`src/rtl/time_set_ctrl_if.sv`:
```
// Keypad time-setting bus: set-mode switch, keypad and load handshake
// between the clock counter (master side) and the setting controller.
interface time_set_ctrl_if;
  logic        set_mode;
  logic [9:0]  keypad;
  logic        load_ack;
  logic        load_valid;
  logic [23:0] load_time;
  logic [2:0]  cursor;
  logic        entry_active;
  logic        err;

  modport master (
    output set_mode, keypad, load_ack,
    input  load_valid, load_time, cursor, entry_active, err
  );

  modport slave (
    input  set_mode, keypad, load_ack,
    output load_valid, load_time, cursor, entry_active, err
  );
endinterface

```
`src/rtl/time_set_ctrl.sv`:
```
// Time-setting controller: collects six BCD digits (HH:MM:SS) from a
// one-hot keypad, range-checks each digit against its position, and hands
// the completed time to the clock counter through a valid/ack handshake.
module time_set_ctrl #(
  parameter int TIMEOUT_CYC = 10000,
  parameter int ERR_HOLD    = 500
) (
  input logic           clk,
  input logic           rst,
  time_set_ctrl_if.slave bus
);

  localparam int TW = $clog2(TIMEOUT_CYC + 1);
  localparam int HW = $clog2(ERR_HOLD + 1);

  typedef enum logic [1:0] {IDLE, ENTRY, ERROR, LOAD} state_t;

  state_t        state;
  logic [9:0]    keypad_prev;
  logic          mode_prev;
  logic [3:0]    digits [6];
  logic [2:0]    cursor;
  logic [TW-1:0] tcnt;
  logic [HW-1:0] hcnt;
  logic          load_valid_q;
  logic          entry_active_q;
  logic          err_q;

  logic          key_event;
  logic [3:0]    key_digit;
  logic [3:0]    digit_limit;
  logic          key_valid;

  // A press counts only on a clean single key arriving from an all-released keypad.
  assign key_event = $onehot(bus.keypad) && (keypad_prev == 10'd0);

  // Encode the one-hot key lines into the digit value they represent.
  always_comb begin
    key_digit = 4'd0;
    for (int i = 0; i < 10; i++) begin
      if (bus.keypad[i]) key_digit = 4'(i);
    end
  end

  // Largest digit allowed at the current cursor; hour units cap at 3 once tens is 2.
  always_comb begin
    digit_limit = 4'd9;
    case (cursor)
      3'd0:    digit_limit = 4'd2;
      3'd1:    digit_limit = (digits[0] == 4'd2) ? 4'd3 : 4'd9;
      3'd2:    digit_limit = 4'd5;
      3'd4:    digit_limit = 4'd5;
      default: digit_limit = 4'd9;
    endcase
  end

  assign key_valid = (key_digit <= digit_limit);

  // Main controller: input history registers, entry FSM, digit buffer and registered outputs.
  always_ff @(posedge clk or posedge rst) begin
    if (rst) begin
      state          <= IDLE;
      keypad_prev    <= '0;
      mode_prev      <= 1'b0;
      cursor         <= '0;
      tcnt           <= '0;
      hcnt           <= '0;
      load_valid_q   <= 1'b0;
      entry_active_q <= 1'b0;
      err_q          <= 1'b0;
      for (int i = 0; i < 6; i++) digits[i] <= '0;
    end else begin
      keypad_prev <= bus.keypad;
      mode_prev   <= bus.set_mode;
      case (state)
        IDLE: begin
          if (bus.set_mode && !mode_prev) begin
            state          <= ENTRY;
            cursor         <= '0;
            tcnt           <= '0;
            entry_active_q <= 1'b1;
            for (int i = 0; i < 6; i++) digits[i] <= '0;
          end
        end
        ENTRY: begin
          if (!bus.set_mode) begin
            state          <= IDLE;
            cursor         <= '0;
            entry_active_q <= 1'b0;
          end else if (key_event) begin
            if (key_valid) begin
              digits[cursor] <= key_digit;
              tcnt           <= '0;
              if (cursor == 3'd5) begin
                state          <= LOAD;
                entry_active_q <= 1'b0;
                load_valid_q   <= 1'b1;
              end else begin
                cursor <= cursor + 3'd1;
              end
            end else begin
              state <= ERROR;
              hcnt  <= '0;
              err_q <= 1'b1;
            end
          end else if (tcnt == TW'(TIMEOUT_CYC - 1)) begin
            state          <= IDLE;
            cursor         <= '0;
            entry_active_q <= 1'b0;
          end else begin
            tcnt <= tcnt + 1'b1;
          end
        end
        ERROR: begin
          if (!bus.set_mode) begin
            state          <= IDLE;
            cursor         <= '0;
            entry_active_q <= 1'b0;
            err_q          <= 1'b0;
          end else if (hcnt == HW'(ERR_HOLD - 1)) begin
            state <= ENTRY;
            tcnt  <= '0;
            err_q <= 1'b0;
          end else begin
            hcnt <= hcnt + 1'b1;
          end
        end
        LOAD: begin
          if (bus.load_ack) begin
            state        <= IDLE;
            cursor       <= '0;
            load_valid_q <= 1'b0;
          end
        end
        default: state <= IDLE;
      endcase
    end
  end

  assign bus.load_valid   = load_valid_q;
  assign bus.load_time    = {digits[0], digits[1], digits[2], digits[3], digits[4], digits[5]};
  assign bus.cursor       = cursor;
  assign bus.entry_active = entry_active_q;
  assign bus.err          = err_q;

endmodule
```
`src/flat_wrapper.sv`:
```
// flat-port wrapper written by rule: the top's interface ports become plain ports
module time_set_ctrl_flat 
#(
  parameter int TIMEOUT_CYC = 10000,
  parameter int ERR_HOLD    = 500
)
  (clk, rst, bus_set_mode, bus_keypad, bus_load_ack, bus_load_valid, bus_load_time, bus_cursor, bus_entry_active, bus_err);
  time_set_ctrl_if bus_i ();
  input logic clk;
  input logic rst;
  input wire logic [$bits(bus_i.set_mode)-1:0] bus_set_mode;
  input wire logic [$bits(bus_i.keypad)-1:0] bus_keypad;
  input wire logic [$bits(bus_i.load_ack)-1:0] bus_load_ack;
  output wire logic [$bits(bus_i.load_valid)-1:0] bus_load_valid;
  output wire logic [$bits(bus_i.load_time)-1:0] bus_load_time;
  output wire logic [$bits(bus_i.cursor)-1:0] bus_cursor;
  output wire logic [$bits(bus_i.entry_active)-1:0] bus_entry_active;
  output wire logic [$bits(bus_i.err)-1:0] bus_err;
  assign bus_i.set_mode = bus_set_mode;
  assign bus_i.keypad = bus_keypad;
  assign bus_i.load_ack = bus_load_ack;
  assign bus_load_valid = bus_i.load_valid;
  assign bus_load_time = bus_i.load_time;
  assign bus_cursor = bus_i.cursor;
  assign bus_entry_active = bus_i.entry_active;
  assign bus_err = bus_i.err;
  time_set_ctrl #(.TIMEOUT_CYC(TIMEOUT_CYC), .ERR_HOLD(ERR_HOLD)) u_core (.clk(clk), .rst(rst), .bus(bus_i));
endmodule
```
`config.mk`:
```
export PLATFORM = sky130hd
export DESIGN_NAME = time_set_ctrl_flat
export DESIGN_NICKNAME = d
export VERILOG_FILES = /design/src/rtl/time_set_ctrl_if.sv /design/src/rtl/time_set_ctrl.sv /design/src/flat_wrapper.sv
export SDC_FILE = /design/constraint.sdc
export NUM_CORES = 1
export LEC_CHECK = 0
export ABC_AREA = 1
export ABC_CLOCK_PERIOD_IN_PS = 2900
export BUFFER_PORTS_ARGS = -buffer_cell sky130_fd_sc_hd__buf_2
export CORE_UTILIZATION = 57
export DETAILED_ROUTE_END_ITERATION = 8
export PLACE_DENSITY = 0.77
export SYNTH_ARGS = -nofsm -noshare
export SYNTH_HDL_FRONTEND = slang
export SYNTH_SLANG_ARGS = --single-unit
export TNS_END_PERCENT = 100
```
`constraint.sdc`:
```
create_clock -name clk -period 2.9 [get_ports clk]
set_input_delay 0 -clock clk [delete_from_list [all_inputs] [get_ports clk]]
set_output_delay 0 -clock clk [all_outputs]
set_load 0.005 [all_outputs]
```
## Yosys cells after proc, flatten, opt, wreduce, memory -nomap -nowiden

Cells that the tools add are included.

| storage, ports and cells | value |
|---|---|
| output and inout bits | 30 |
| bits in registers | 66 |

| operators by class | value |
|---|---|
| equal/unequal tests | 30 |
| mux-type cells | 72 |
| reduce and logical (&&, ||, !) cells | 20 |
| bitwise operators | 1 |
| add/subtract/negate cells | 12 |
| $lt $le $gt $ge | 3 |

Operator list:

| cell | count |
|---|---|
| $mux 14 | 7 |
| $mux 24 | 4 |
| $pmux 24 s2 | 1 |
| $mux 9 | 5 |
| $pmux 14 s3 | 1 |
| $mux 3 | 12 |
| $bwmux 24 | 1 |
| $reduce_and 6->1 | 4 |
| $mux 2 | 11 |
| $mux 1 | 18 |
| $pmux 9 s2 | 1 |
| $add 4x4->4 | 4 |
| $mux 4 | 4 |
| $reduce_and 5->1 | 3 |
| $add 14x1->14 const B | 1 |
| $eq 14x14->1 const B | 1 |
| $demux 4 s3 | 1 |
| $ne 2x2->1 const B | 6 |
| $ne 4x4->1 const B | 3 |
| $pmux 3 s4 | 1 |
| $pmux 4 s3 | 1 |
| $add 1x1->2 | 5 |
| $logic_not 10->1 | 1 |
| $ne 2x1->1 const B | 5 |
| 29 further kinds | 37 |

## Depth between registers and ports, before layout

| depth | value |
|---|---|
| depth in word-level cells | 14 |
| depth in mapped cells | 21 |
| mapped depth without buffers | 20 |

## Least setup slack after synthesis

Ideal clock, no wire load.

| timing path | value |
|---|---|
| path type | input port to flip-flop |
| start point | in bus_keypad[2] |
| end point | reg u_core.tcnt[5] |
| required time | 2.783 ns |
| slack | -0.354 ns |
| path buffers | 1 |
| setup time | 0.117 ns |
| stages | 20 |
| arrival time | 3.137 ns |
| cell sequence | inv_1 ha_1 inv_1 fa_1 fa_1 inv_1 fa_1 inv_1 fa_1 nand2_1 inv_1 nand2_1 nor2_2 nand3_4 nand2_4 inv_6 nand3_2 buf_2 nand3_1 nand2_1 |

| between the ends | value |
|---|---|
| cells in the longest elaborated chain, start to end | 11 |
| elaborated cells between the ends (all ways) | 21 |
| classes of those cells | add/sub: 4; order compare: 1; eq/ne: 3; mux: 11; reduce/logical: 2 |

Ends and longest elaborated chain:

| what | RTL line | text |
|---|---|---|
| start: declaration | flat_wrapper.sv:12 | `input wire logic [$bits(bus_i.keypad)-1:0] bus_keypad;` |
| branches (longest 11 deep; another with $add 4x4->4) | n/a |  |
| end signal: assignment | time_set_ctrl.sv:111 | `tcnt <= tcnt + 1'b1;` |
| end: declaration | time_set_ctrl.sv:23 | `logic [TW-1:0] tcnt;` |

Several ways; the timed one is not identified. The select of a mux whose other input is x is not followed.
A chain may end at the register's enable or synchronous reset.

## Worst setup path in the final report

| timing path | value |
|---|---|
| start point | in bus_keypad[0] |
| end point | reg u_core.tcnt[11] |

| between the ends | value |
|---|---|
| cells in the longest elaborated chain, start to end | 9 |
| elaborated cells between the ends (all ways) | 12 |
| classes of those cells | add/sub: 4; eq/ne: 3; mux: 3; reduce/logical: 2 |

Ends and longest elaborated chain:

| what | RTL line | text |
|---|---|---|
| $add 1x1->2 (implied by the code) (*) | time_set_ctrl.sv:35 | `assign key_event = $onehot(bus.keypad) && (keypad_prev == 10'd0);` |
| $add 4x4->4 (implied by the code) (*) (3 in a row) | time_set_ctrl.sv:35 |  |
| $eq 4x1->1 (*) | time_set_ctrl.sv:35 |  |
| $logic_and 1x1->1 (*) | time_set_ctrl.sv:35 |  |
| $mux 14 | time_set_ctrl.sv:90 | `end else if (key_event) begin` |
| $mux 14 | time_set_ctrl.sv:86 | `if (!bus.set_mode) begin` |
| $pmux 14 s3 | time_set_ctrl.sv:75 | `case (state)` |

Mark *: on every way between the ends. The rest lies on a longest branch, timed or not. The select of a mux whose other input is x is not followed.

==> impl_metrics.prom <==
# TYPE chip_impl_metric gauge
chip_impl_info{name="status",value="finished, violations left"} 1
chip_impl_info{name="violations_in_the_final_reports",value="setup timing"} 1
chip_impl_metric{name="drc",unit=""} 0
chip_impl_info{name="critPathCaptureType",value="flop"} 1
chip_impl_metric{name="fmax",unit="GHz"} 0.3282
chip_impl_metric{name="clock_buffers_created_by_tritoncts",unit=""} 9
chip_impl_metric{name="area_delta_synth_final",unit="%"} 31.05
chip_impl_metric{name="clk_latency",unit="ns"} 0.36
chip_impl_metric{name="layout.nets",unit=""} 756
chip_impl_metric{name="maxCapViolations",unit=""} 0
chip_impl_metric{name="peak_supply_drop",unit="V"} 0.0003271
chip_impl_metric{name="detail_route.wl_per_cell",unit="um"} 13.56
chip_impl_info{name="hold_path_end",value="u_core.bus.load_valid"} 1
chip_impl_metric{name="final_antenna_net_count",unit=""} 0
chip_impl_metric{name="timing.max_slew.rel_slack",unit="%"} 47.36
chip_impl_metric{name="io_buffers",unit=""} 43
chip_impl_metric{name="cts.htree.levels",unit=""} 3
chip_impl_metric{name="fin_hold_viols",unit=""} 0
chip_impl_metric{name="post_synth.cell_area_avg",unit="um2"} 7.131
chip_impl_info{name="timing.hold.worst.start",value="bus_load_ack"} 1
chip_impl_metric{name="first_iter_violations",unit=""} 259
chip_impl_info{name="dominant_combinational_cell_family_by_area_after_synthesis",value="simple AND/OR/NAND/NOR gates"} 1
chip_impl_metric{name="clock_skew",unit="ns"} 0.01267
chip_impl_info{name="critical_path.reg2reg.endpoint",value="u_core.bus.load_time[16]"} 1
chip_impl_metric{name="detail_route.first_pass.iterations",unit=""} 5
chip_impl_metric{name="static_leakage_power",unit="nW"} 2.903
chip_impl_info{name="crit-reg2reg-launch",value="u_core.bus.cursor[0]"} 1
chip_impl_metric{name="grt-ovfl-total",unit=""} 0
chip_impl_metric{name="drive_gt1_share",unit="%"} 26.54
chip_impl_metric{name="power_density",unit="nW/um2"} 598.2
chip_impl_metric{name="io_pins",unit=""} 44
chip_impl_metric{name="cts_max_path_buffers",unit=""} 2
chip_impl_metric{name="min_period_over_period",unit="%"} 105.1
chip_impl_metric{name="grt_pass1_wl",unit="um"} 18520
chip_impl_metric{name="worst_setup_hold_path_clk_slew",unit="ns"} 0.07
chip_impl_metric{name="setup_slack",unit="ns"} -0.1471
chip_impl_metric{name="cts_sinks",unit=""} 66
chip_impl_metric{name="synth_instances",unit=""} 616
chip_impl_metric{name="setup_viol",unit=""} 50
chip_impl_info{name="cts_tree",value="built"} 1
chip_impl_metric{name="synth-simple-area-share",unit="%"} 37.99
chip_impl_metric{name="synth.distinct_cells",unit=""} 37
chip_impl_metric{name="timing.final.max_slew_violations",unit=""} 0
chip_impl_metric{name="synth_fp_nets",unit=""} 661
chip_impl_metric{name="post-route-cell-area",unit="um2"} 5757
chip_impl_info{name="cp_slowest_cell",value="sky130_fd_sc_hd__fa_1"} 1
chip_impl_metric{name="dieWidth",unit="um"} 89.79
chip_impl_metric{name="placed_cell_area",unit="um2"} 5059
chip_impl_metric{name="floorplan.die_area",unit="um2"} 8062
chip_impl_metric{name="floorplan.initialDensity",unit="%"} 59.61
chip_impl_metric{name="seq_area_frac_synth",unit="%"} 37.60
chip_impl_metric{name="drt_wl_total",unit="um"} 11050
chip_impl_metric{name="first_global_vias",unit=""} 4230
chip_impl_metric{name="antenna-diode-count",unit=""} 0
chip_impl_metric{name="vias",unit=""} 4302
chip_impl_metric{name="p_total",unit="W"} 0.003444
chip_impl_metric{name="hold_path_depth",unit=""} 5
chip_impl_metric{name="synth_adder_area_share",unit="%"} 9.855
chip_impl_metric{name="synth.ff_latch_count",unit=""} 66
chip_impl_metric{name="chipHeight",unit="um"} 89.79
chip_impl_metric{name="number_of_antenna_violations_at_the_first_check_in_global_routing",unit=""} 0
chip_impl_metric{name="timing.reg2reg.setup_slack",unit="ns"} 0.10
chip_impl_metric{name="grt.total_usage",unit="%"} 28.40
chip_impl_metric{name="synthXorXnorAreaFrac",unit="%"} 1.994
chip_impl_metric{name="synth_compound_gate_area_share",unit="%"} 4.158
chip_impl_metric{name="ff2ff_path_depth",unit=""} 17
chip_impl_metric{name="peak_per_stage_delay_on_the_critical_path",unit="ns"} 0.50
chip_impl_metric{name="detailedPlacementHpwl",unit="um"} 7596
chip_impl_info{name="hold_path.class",value="in2reg"} 1
chip_impl_metric{name="detail_route.vias_per_cell",unit=""} 5.279
chip_impl_info{name="ctsRootBufferMaster",value="sky130_fd_sc_hd__clkbuf_8"} 1
chip_impl_info{name="critical_path_launch_point_type",value="primary input"} 1
chip_impl_info{name="timing.critical_path.from",value="bus_keypad[0]"} 1
chip_impl_info{name="crit_path_cell_trace",value="buf_8 -> ha_4 -> inv_2 -> fa_1 -> fa_1 -> inv_1 -> fa_2 -> inv_2 -> fa_1 -> nand2_1 -> inv_2 -> nand2_2 -> nor2_4 -> nand3_4 -> nand2_8 -> inv_8 -> buf_6 -> nand3_4 -> buf_12 -> nand3_1 -> nand2_1"} 1
chip_impl_metric{name="grt_max_degree",unit=""} 38
chip_impl_metric{name="gpl.final_weighted_congestion",unit=""} 0.8961
chip_impl_metric{name="tightest_slew",unit="ns"} 0.7885
chip_impl_metric{name="critical_path_peak_fanout",unit=""} 8
chip_impl_metric{name="coreArea",unit="um2"} 7370
chip_impl_metric{name="timing.final.crit_period",unit="ns"} 3.047
chip_impl_metric{name="core.rowCount",unit=""} 31
chip_impl_metric{name="synth_area",unit="um2"} 4393
chip_impl_info{name="grt_setup_unrepaired",value="yes"} 1
chip_impl_metric{name="worst_ep_required_time",unit="ns"} 3.15
chip_impl_info{name="worst-setup-path-type",value="in2reg"} 1
chip_impl_metric{name="mux_share_of_post_synthesis_cell_area",unit="%"} 0
chip_impl_metric{name="worst_ep_arrival",unit="ns"} 3.30
chip_impl_metric{name="fillerInstances",unit=""} 528
chip_impl_metric{name="yosysWarnings",unit=""} 0
==> cell usage after synthesis, drive strengths merged <==
master | n | area (um2)
o21bai | 1 | 7.510
nor4 | 2 | 12.51
nor2 | 90 | 367.9
nand4 | 7 | 43.79
inv | 84 | 320.3
buf | 7 | 48.79
ha | 25 | 312.8
nand3 | 48 | 262.8
fa | 6 | 120.1
nand2 | 216 | 833.3
nand3b | 2 | 15.01
dfrtp | 66 | 1652
a21oi | 10 | 50.05
o211a | 1 | 10.01
o31ai | 1 | 7.510
xnor2 | 4 | 35.03
o21ai | 17 | 100.1
xor2 | 6 | 52.55
nor3 | 19 | 111.4
nor3b | 3 | 22.52
o211ai | 1 | 7.510
==> registers in the layout, indices dropped and copies added, names as in the netlist <==
name / cells
u_core.bus.cursor: 3
u_core.bus.entry_active: 1
u_core.bus.err: 1
u_core.bus.load_time: 24
u_core.bus.load_valid: 1
u_core.hcnt: 9
u_core.keypad_prev: 10
u_core.mode_prev: 1
u_core.state: 2
u_core.tcnt: 14
==> critical path, delay by kind of cell <==
family | cells | cell delay [ns]
adders and majority gates | 5 | 1.98
and+or+nand+nor | 8 | 0.62
buffers and inverters | 8 | 0.67
==> layout by cell type, fill, tap and decap left out, drive strengths merged <==
cell type      n
o21bai         1
nor2          90
xnor2          4
nand4          7
clkbuf         9
dfrtp         66
xor2           6
o211a          1
nor4           2
nand2        216
clkinv         3
ha            25
a21oi         10
dlygate4sd3   12
nor3b          3
nand3         48
buf           79
nor3          19
o31ai          1
o211ai         1
nand3b         2
o21ai         17
inv           86
fa             6
bufinv         2
==> final cells by class <==
type                       count  area, um2  share of cell area, %
clock buffer                   9      123.9                  2.152
clock inverter                 7      100.1                  1.739
inverter                      84      332.8                  5.781
multi-input combinational    459       2710                  47.08
sequential                    66       1652                  28.69
tap                           99      123.9                  2.152
timing repair buffer          91      714.4                  12.41
==> timing repair <==
| action | CTS | global route |
|---|---|---|
| pin swaps | 15 | 22 |
| setup buffers | 3 | 3 |
| hold endpoints to repair | 47 | 0 |
| cloned | 0 | 0 |
| hold buffers | 12 | 0 |
| resized for setup | 43 | 41 |
| setup endpoints to repair | 54 | 55 |
==> metal layers <==
metal	global-route usage, %	wire [um]	vias up
li1	-	-	2111
met1	34.51	4632	2035
met2	50.58	5713	129
met3	3.553	457	27
met4	12.16	251	0
met5	0	0	-
==> report_power, final <==
part	total [W]	leakage [nW]	internal, W	switching [W]
Combinational	0.00150	1.91	0.000574	0.000927
Sequential	0.00105	0.883	0.000989	0.0000643
Clock	0.000889	0.114	0.000491	0.000398
Total	0.00344	2.90	0.00205	0.00139
==> cell families after synthesis <==
| kind of cell | count (synthesis) |
|---|---|
| xor+xnor | 10 |
| simple gates | 387 |
| fa+ha+maj | 31 |
| compound gates | 31 |
| flops | 66 |
| buf+inv | 91 |
==> stage by stage <==
step	util (%)	TNS [ns]	cells	hold slack, ns	worst slack [ns]
2_1_floorplan	-	-8.879	616	0.03143	-0.1956
3_3_place_gp	68.64	-24.13	782	0.1376	-0.5361
3_5_place_dp	68.64	-28.75	782	0.1410	-0.6317
4_1_cts	75.65	-4.920	812	0.1647	-0.1484
5_1_grt	78.12	-10.70	815	0.2175	-0.2664
6_report	78.12	-5.024	815	0.1839	-0.1471
==> how the worst max path moves through the flow <==
stage / end
5_1_grt: u_core.bus.load_time[20]
4_1_cts: u_core.bus.load_time[16]
3_5_place_dp: u_core.bus.load_time[18]
2_1_floorplan: u_core.tcnt[7]
6_report: u_core.tcnt[11]
3_3_place_gp: u_core.bus.load_time[17]
Power figures use the tool's default switching activity.
